<file path="src/rtl/regfile_param.sv">
// regfile_param: parameterised register file with one write port, two read
// ports, an optional hardwired-zero register, write-to-read bypass, an
// optional registered read stage and a per-register busy scoreboard.
module regfile_param #(
  parameter int WIDTH    = 32,
  parameter int ADDR_W   = 5,
  parameter int NUM_REGS = 32,
  parameter int ZERO_REG = 1,
  parameter int BYPASS   = 1,
  parameter int READ_REG = 0
) (
  input  logic              clock,
  input  logic              ctrl_reset,
  input  logic              ctrl_writeEnable,
  input  logic [ADDR_W-1:0] ctrl_writeReg,
  input  logic [WIDTH-1:0]  data_writeReg,
  input  logic [ADDR_W-1:0] ctrl_readRegA,
  input  logic [ADDR_W-1:0] ctrl_readRegB,
  input  logic              ctrl_setBusy,
  input  logic [ADDR_W-1:0] ctrl_busyReg,
  output logic [WIDTH-1:0]  data_readRegA,
  output logic [WIDTH-1:0]  data_readRegB,
  output logic              busy_readRegA,
  output logic              busy_readRegB
);

  // Storage and scoreboard. Every register is reset, so this is flop-based.
  logic [WIDTH-1:0]    regs_reg [NUM_REGS];
  logic [NUM_REGS-1:0] busy_reg;

  // One-hot decode of accepted writes and accepted setBusy requests.
  // Addresses at or above NUM_REGS match no bit, so they are dropped here;
  // the zero register never matches when it is hardwired.
  logic [NUM_REGS-1:0] write_hit;
  logic [NUM_REGS-1:0] set_hit;

  genvar gi;
  generate
    for (gi = 0; gi < NUM_REGS; gi++) begin : gen_decode
      if (ZERO_REG != 0 && gi == 0) begin : gen_zero
        assign write_hit[gi] = 1'b0;
        assign set_hit[gi]   = 1'b0;
      end else begin : gen_impl
        assign write_hit[gi] = ctrl_writeEnable && (ctrl_writeReg == ADDR_W'(gi));
        assign set_hit[gi]   = ctrl_setBusy && (ctrl_busyReg == ADDR_W'(gi));
      end
    end
  endgenerate

  // Register writes and scoreboard update; set beats clear on a collision.
  always_ff @(posedge clock) begin
    if (ctrl_reset) begin
      for (int i = 0; i < NUM_REGS; i++) begin
        regs_reg[i] <= '0;
      end
      busy_reg <= '0;
    end else begin
      for (int i = 0; i < NUM_REGS; i++) begin
        if (write_hit[i]) begin
          regs_reg[i] <= data_writeReg;
        end
        if (set_hit[i]) begin
          busy_reg[i] <= 1'b1;
        end else if (write_hit[i]) begin
          busy_reg[i] <= 1'b0;
        end
      end
    end
  end

  // Read address per port: index 0 is port A, index 1 is port B.
  logic [ADDR_W-1:0] read_addr [2];
  assign read_addr[0] = ctrl_readRegA;
  assign read_addr[1] = ctrl_readRegB;

  generate
    for (gi = 0; gi < 2; gi++) begin : gen_port
      logic [WIDTH-1:0] data_next;
      logic             busy_next;

      // Combinational read: unimplemented addresses fall through to 0,
      // then an accepted same-cycle write to this address overrides.
      always_comb begin
        data_next = '0;
        busy_next = 1'b0;
        for (int i = 0; i < NUM_REGS; i++) begin
          if (read_addr[gi] == ADDR_W'(i)) begin
            data_next = regs_reg[i];
            busy_next = busy_reg[i];
          end
        end
        if (BYPASS != 0) begin
          for (int i = 0; i < NUM_REGS; i++) begin
            if (write_hit[i] && (read_addr[gi] == ADDR_W'(i))) begin
              data_next = data_writeReg;
              busy_next = set_hit[i];
            end
          end
        end
      end
    end
  endgenerate

  generate
    if (READ_REG != 0) begin : gen_out_reg
      logic [WIDTH-1:0] data_a_reg;
      logic [WIDTH-1:0] data_b_reg;
      logic             busy_a_reg;
      logic             busy_b_reg;

      // Output stage: present this cycle's read result one cycle later.
      always_ff @(posedge clock) begin
        if (ctrl_reset) begin
          data_a_reg <= '0;
          data_b_reg <= '0;
          busy_a_reg <= 1'b0;
          busy_b_reg <= 1'b0;
        end else begin
          data_a_reg <= gen_port[0].data_next;
          data_b_reg <= gen_port[1].data_next;
          busy_a_reg <= gen_port[0].busy_next;
          busy_b_reg <= gen_port[1].busy_next;
        end
      end

      assign data_readRegA = data_a_reg;
      assign data_readRegB = data_b_reg;
      assign busy_readRegA = busy_a_reg;
      assign busy_readRegB = busy_b_reg;
    end else begin : gen_out_comb
      assign data_readRegA = gen_port[0].data_next;
      assign data_readRegB = gen_port[1].data_next;
      assign busy_readRegA = gen_port[0].busy_next;
      assign busy_readRegB = gen_port[1].busy_next;
    end
  endgenerate

endmodule

</file>
<file path="config.mk">
export PLATFORM = sky130hd
export DESIGN_NAME = regfile_param
export DESIGN_NICKNAME = d
export VERILOG_FILES = /design/src/rtl/regfile_param.sv
export SDC_FILE = /design/constraint.sdc
export NUM_CORES = 2
export LEC_CHECK = 0
export BUFFER_PORTS_ARGS = -buffer_cell sky130_fd_sc_hd__buf_4
export CAP_MARGIN = 10
export CORE_MARGIN = 2
export CORE_UTILIZATION = 43
export DETAILED_ROUTE_END_ITERATION = 7
export HOLD_SLACK_MARGIN = 0.12
export SETUP_SLACK_MARGIN = 0.2
export SYNTH_ARGS = -nofsm -noshare
export SYNTH_HDL_FRONTEND = slang
export SYNTH_SLANG_ARGS = --single-unit
</file>
<file path="constraint.sdc">
create_clock -name clock -period 7.5 [get_ports clock]
set_clock_uncertainty 0.15 [all_clocks]
set_input_delay 1.5 -clock clock [delete_from_list [all_inputs] [get_ports clock]]
set_output_delay 1.5 -clock clock [all_outputs]
set_load 0.005 [all_outputs]
</file>
# After elaboration in Yosys (flattened, before gate mapping)
# Memories as Yosys holds them, arrays and structs flattened.
# Index checks and enable logic that the tools add are counted.
# classes
multipliers	0
add_sub_neg	0
reduce_logical	157
shift	0
n_eq_ne	124
div_mod_pow	0
order_cmp	0
bitwise	31
n_mux	438
# op_table
cell	n
32-bit 2-to-1 mux	157
5-bit == test (second input constant)	64
1-bit 2-to-1 mux	281
5-bit by 4-bit == test with 1-bit output (second input constant)	32
1-bit logical AND	124
5-bit by 3-bit == test with 1-bit output (second input constant)	16
2-bit nonzero test	31
5-bit by 2-bit == test with 1-bit output (second input constant)	8
1-bit OR	31
5-bit by 1-bit == test with 1-bit output (second input constant)	4
5-bit zero test	2
# totals
mem_count	1
elab_cells	782
out_inout_bits	66
ramBits	1024
latch_bits	0
reg_bits	31
mem_bits_ro	0
input_bits	56
# memory_table
name	depth	word_bits	rd	rd_ports_with_merged_regs	wr	line	rtl
regs_reg	32	32	32	0	32	28	logic [WIDTH-1:0] regs_reg [NUM_REGS];

# Longest topological paths before layout
# depth
ltp_word	64
ltp_mapped	12

# Least setup slack after synthesis
# Ideal clock, no wire load.
# synth_timing
path_kind	input port to output port
start	input port ctrl_readRegB[2]
end	output port data_readRegB[11]
arrival_time_ns	3.529
n_path_buf	3
stages	11
setup_slack_ns	2.321
cell_sequence	buf_2 buf_4 nand3b_1 nor4_1 a2111oi_0 nand4_1 nor4_4 o21ai_2 a21oi_4 buf_6 a31oi_1
# synth_via
elab_chain_len	64
elab_cells_between_ends	126
# synth_rtl
item	line	rtl
from (decl)	18	input logic [ADDR_W-1:0] ctrl_readRegB,
5-bit zero test	-	
32-bit 2-to-1 mux (32 in a row)	87	if (read_addr[gi] == ADDR_W'(i)) begin
32-bit 2-to-1 mux (30 in a row)	94	if (write_hit[i] && (read_addr[gi] == ADDR_W'(i))) begin
32-bit 2-to-1 mux (*)	94	
to (decl)	22	output logic [WIDTH-1:0] data_readRegB,
# Every way passes the cells marked *; elsewhere a longest branch is shown, timed or not.

# Worst setup path in the final report
# layout_timing
start	input port ctrl_readRegB[0]
end	output port data_readRegB[21]
# Same word-level chain as after synthesis.

==> run metrics <==
Finished Layout Cells 6803; Hold Fails Final Rpt 0; Seq/Total Area, Yosys 57.1%; area growth from synthesis to layout 13.3%; CTS tree built; largest driver fanout on the critical path 36; ys async rst share 0%; type of destination of the critical path output port; Post-DRT Antenna Nets 0; arrival time worst endpoint 5.56 ns; maximum achievable frequency 139 MHz; number of library cell types mapped by synthesis 90; Tightest Pin Transition 1.31 ns; commonest cells after routing, fill and taps aside edfxtp_1, nor2_1, buf_4; Row Count 129; height of the die 356 um; Net Count, Synth 5141; number of synthesis warnings 0; setup slack of the worst register-to-register path 6.57 ns; cell types occupying the most area after synthesis edfxtp_1, nor2_1, o22ai_1; die area 127000 um^2; proportion of netlist area held by the largest area contributor 56.0%; worst path required time 5.85 ns; capture point of the worst reg-to-reg path busy_reg[24]$_SDFFE_PP0P_; Cell Int Power 10500 uW; clock-pin slew on the worst setup and hold paths 0.05 ns; Most used DFF post-synth edfxtp_1; total number of H-tree levels 3; NumNets Final 5130; highest ir drop seen on vdd 0.196 mV; number of endpoints failing setup at the final stage 0; chip width 356 um; fraction of layout cells with a size suffix above 1 14.1%; share of power burned in registers 48.0%; ratio of final minimum period to clock period 96.1%; Pwr Density 239 nW/um^2; initial antenna violation count 9; timing startpoint of the critical path ctrl_readRegB[0]; switching pwr 3940 uW; hold slack final 0.334 ns; Total Negative Setup Slacks 0 ns; Max Transition Viols Final 0; total via count in the routed design 48400; CTS Buffer Depth 3; pin count of the biggest net entering global routing 98; number of DRC violations after detailed routing 0; number of buffers created by CTS 110; weighted congestion at the end of routability-driven global placement 1.03; number of port buffers 121; area of all placed cells without fillers 60300 um^2; number of primary I/O pins 122; number of register bits inferred by synthesis 1023; post-synthesis instance area 53200 um^2; minimum clock period after layout 7.21 ns; Avg Cell Area, Syn 10.5 um^2; clock insertion delay at the later pin of the skew report 0.72 ns; Maximum Capacitance Violations 0; RSZ-0062 raised after global routing no; CP Capture Point data_readRegB[21]; startpoint of the worst-slack reg-to-reg timing path busy_reg[24]$_SDFFE_PP0P_; Vias/cell 7.12; switching power as a share of total power 27.3%; worst slack after detailed placement 0.274 ns; iteration count of the initial detailed-routing pass 8; number of placed instances, taps included 6599; wire length per cell 36.1 um; Floorplan Core Area 123000 um^2; Register-to-Register Path Depth 2; category of the worst setup path launch point input port; leakage power 0.0201 uW; number of global-route vias before repair 45600; type of the worst setup path input port to output port; clk sinks 1023; violation count after the first detailed-route iteration 8675; post-route setup slack 0.294 ns; total placed instance area 56600 um^2; flip-flop count of the largest register, all copies and words added 992; DPL Wire Length 159 mm; starting density of the core 43.2%; result of the run finished clean; overall global routing resource usage 37.7%; Rel. slew slack 12.9%; synthesized netlist cell count 5085; wire length of the first global-routing pass 342 mm; commonest non-fill, non-tap cell in the layout edfxtp_1; proportion of power drawn by the clock network 39.6%; aggregate routed wire length 245 mm; total global routing overflow 0; combinational power share 12.4%; EDFF count, synth 992; min-delay worst type register to register; cell chosen for the clock root clkbuf_16; post-synthesis cell type with the largest combined area edfxtp_1
[metal layers]
metal  vias up  global-route usage, %  share of wire (%)
li1      19500                      -                  -
met1     23700                   47.9                 35
met2      4254                   57.3                 44
met3      1035                   9.11                 13
met4        10                   25.5                8.4
met5         -                      0              0.028
[layout make-up]
| cell class | instances | area (um^2) |
|---|---|---|
| clock inverters | 72 | 843 |
| inverters | 84 | 315 |
| well taps | 1637 | 2050 |
| fillers | 11200 | 63000 |
| clock buffers | 130 | 2860 |
| diodes | 2 | 5.00 |
| multi-input cells | 3478 | 20700 |
| repair buffers | 377 | 3100 |
| flip-flops and latches | 1023 | 30400 |
[how the worst min path moves through the flow]
stage	startpoint	to	slack (ns)	cells past startpoint
CTS	busy_reg[5]$_SDFFE_PP0P_	busy_reg[5]$_SDFFE_PP0P_	0.33	2
floorplan	busy_reg[3]$_SDFFE_PP0P_	busy_reg[3]$_SDFFE_PP0P_	0.29	2
global route	busy_reg[5]$_SDFFE_PP0P_	busy_reg[5]$_SDFFE_PP0P_	0.34	2
finish	busy_reg[5]$_SDFFE_PP0P_	busy_reg[5]$_SDFFE_PP0P_	0.33	2
detailed placement	busy_reg[5]$_SDFFE_PP0P_	busy_reg[5]$_SDFFE_PP0P_	0.32	2
global placement	busy_reg[3]$_SDFFE_PP0P_	busy_reg[3]$_SDFFE_PP0P_	0.31	2
[cell families after synthesis]
logic type      synth area share [%]
xor+xnor                      0.0329
buf+inv                         4.41
flops                           57.1
mux                             3.97
compound gates                  19.0
simple gates                    15.5
[metrics by stage]
stage,power (uW),util (%)
2_1_floorplan,7810,-
3_3_place_gp,8720,45.9
3_5_place_dp,8740,45.9
4_1_cts,14300,48.9
5_1_grt,14700,48.9
6_report,14400,48.9
[repair_timing]
item,4_1_cts,5_1_grt
hold buffers,0,0
setup endpoints to repair,0,1
hold endpoints to repair,0,0
resized for setup,0,1
setup buffers,0,0
[cells in the mapped netlist (21+ instances only)]
cell / instances
a211o_1: 32
a211oi_1: 25
a21oi_1: 280
a221o_1: 33
a221oi_1: 109
a22oi_1: 198
a31oi_1: 94
and4_1: 32
buf_1: 58
buf_2: 96
clkbuf_1: 338
dfxtp_1: 31
edfxtp_1: 992
inv_1: 83
mux2_2: 36
mux2i_1: 94
mux4_2: 34
nand2_1: 345
nand2b_1: 73
nand3_1: 204
nor2_1: 835
nor3_1: 108
o21ai_0: 265
o221ai_1: 36
o22ai_1: 254
o2bb2ai_1: 26
o32ai_1: 37
or4_1: 21
[worst max-delay path, cell delays in order]
cell	delay, ns
buf_4	0.16
nand2b_1	0.49
buf_4	0.39
nor3_1	0.08
o21ai_0	0.58
o21ai_1	0.29
nor4_4	0.33
buf_4	0.23
buf_4	0.42
o21ai_0	0.14
a31oi_1	0.67
buf_4	0.24
[power groups by stage]
stage               combinational [uW]  sequential (uW)  clock (uW)
floorplan                          873             6940           0
global route                      1830             6950        5920
finish                            1790             6920        5720
CTS                               1720             6910        5700
global placement                  1710             7010           0
detailed placement                1710             7020           0
No activity file was read; power rests on OpenSTA's default activity.
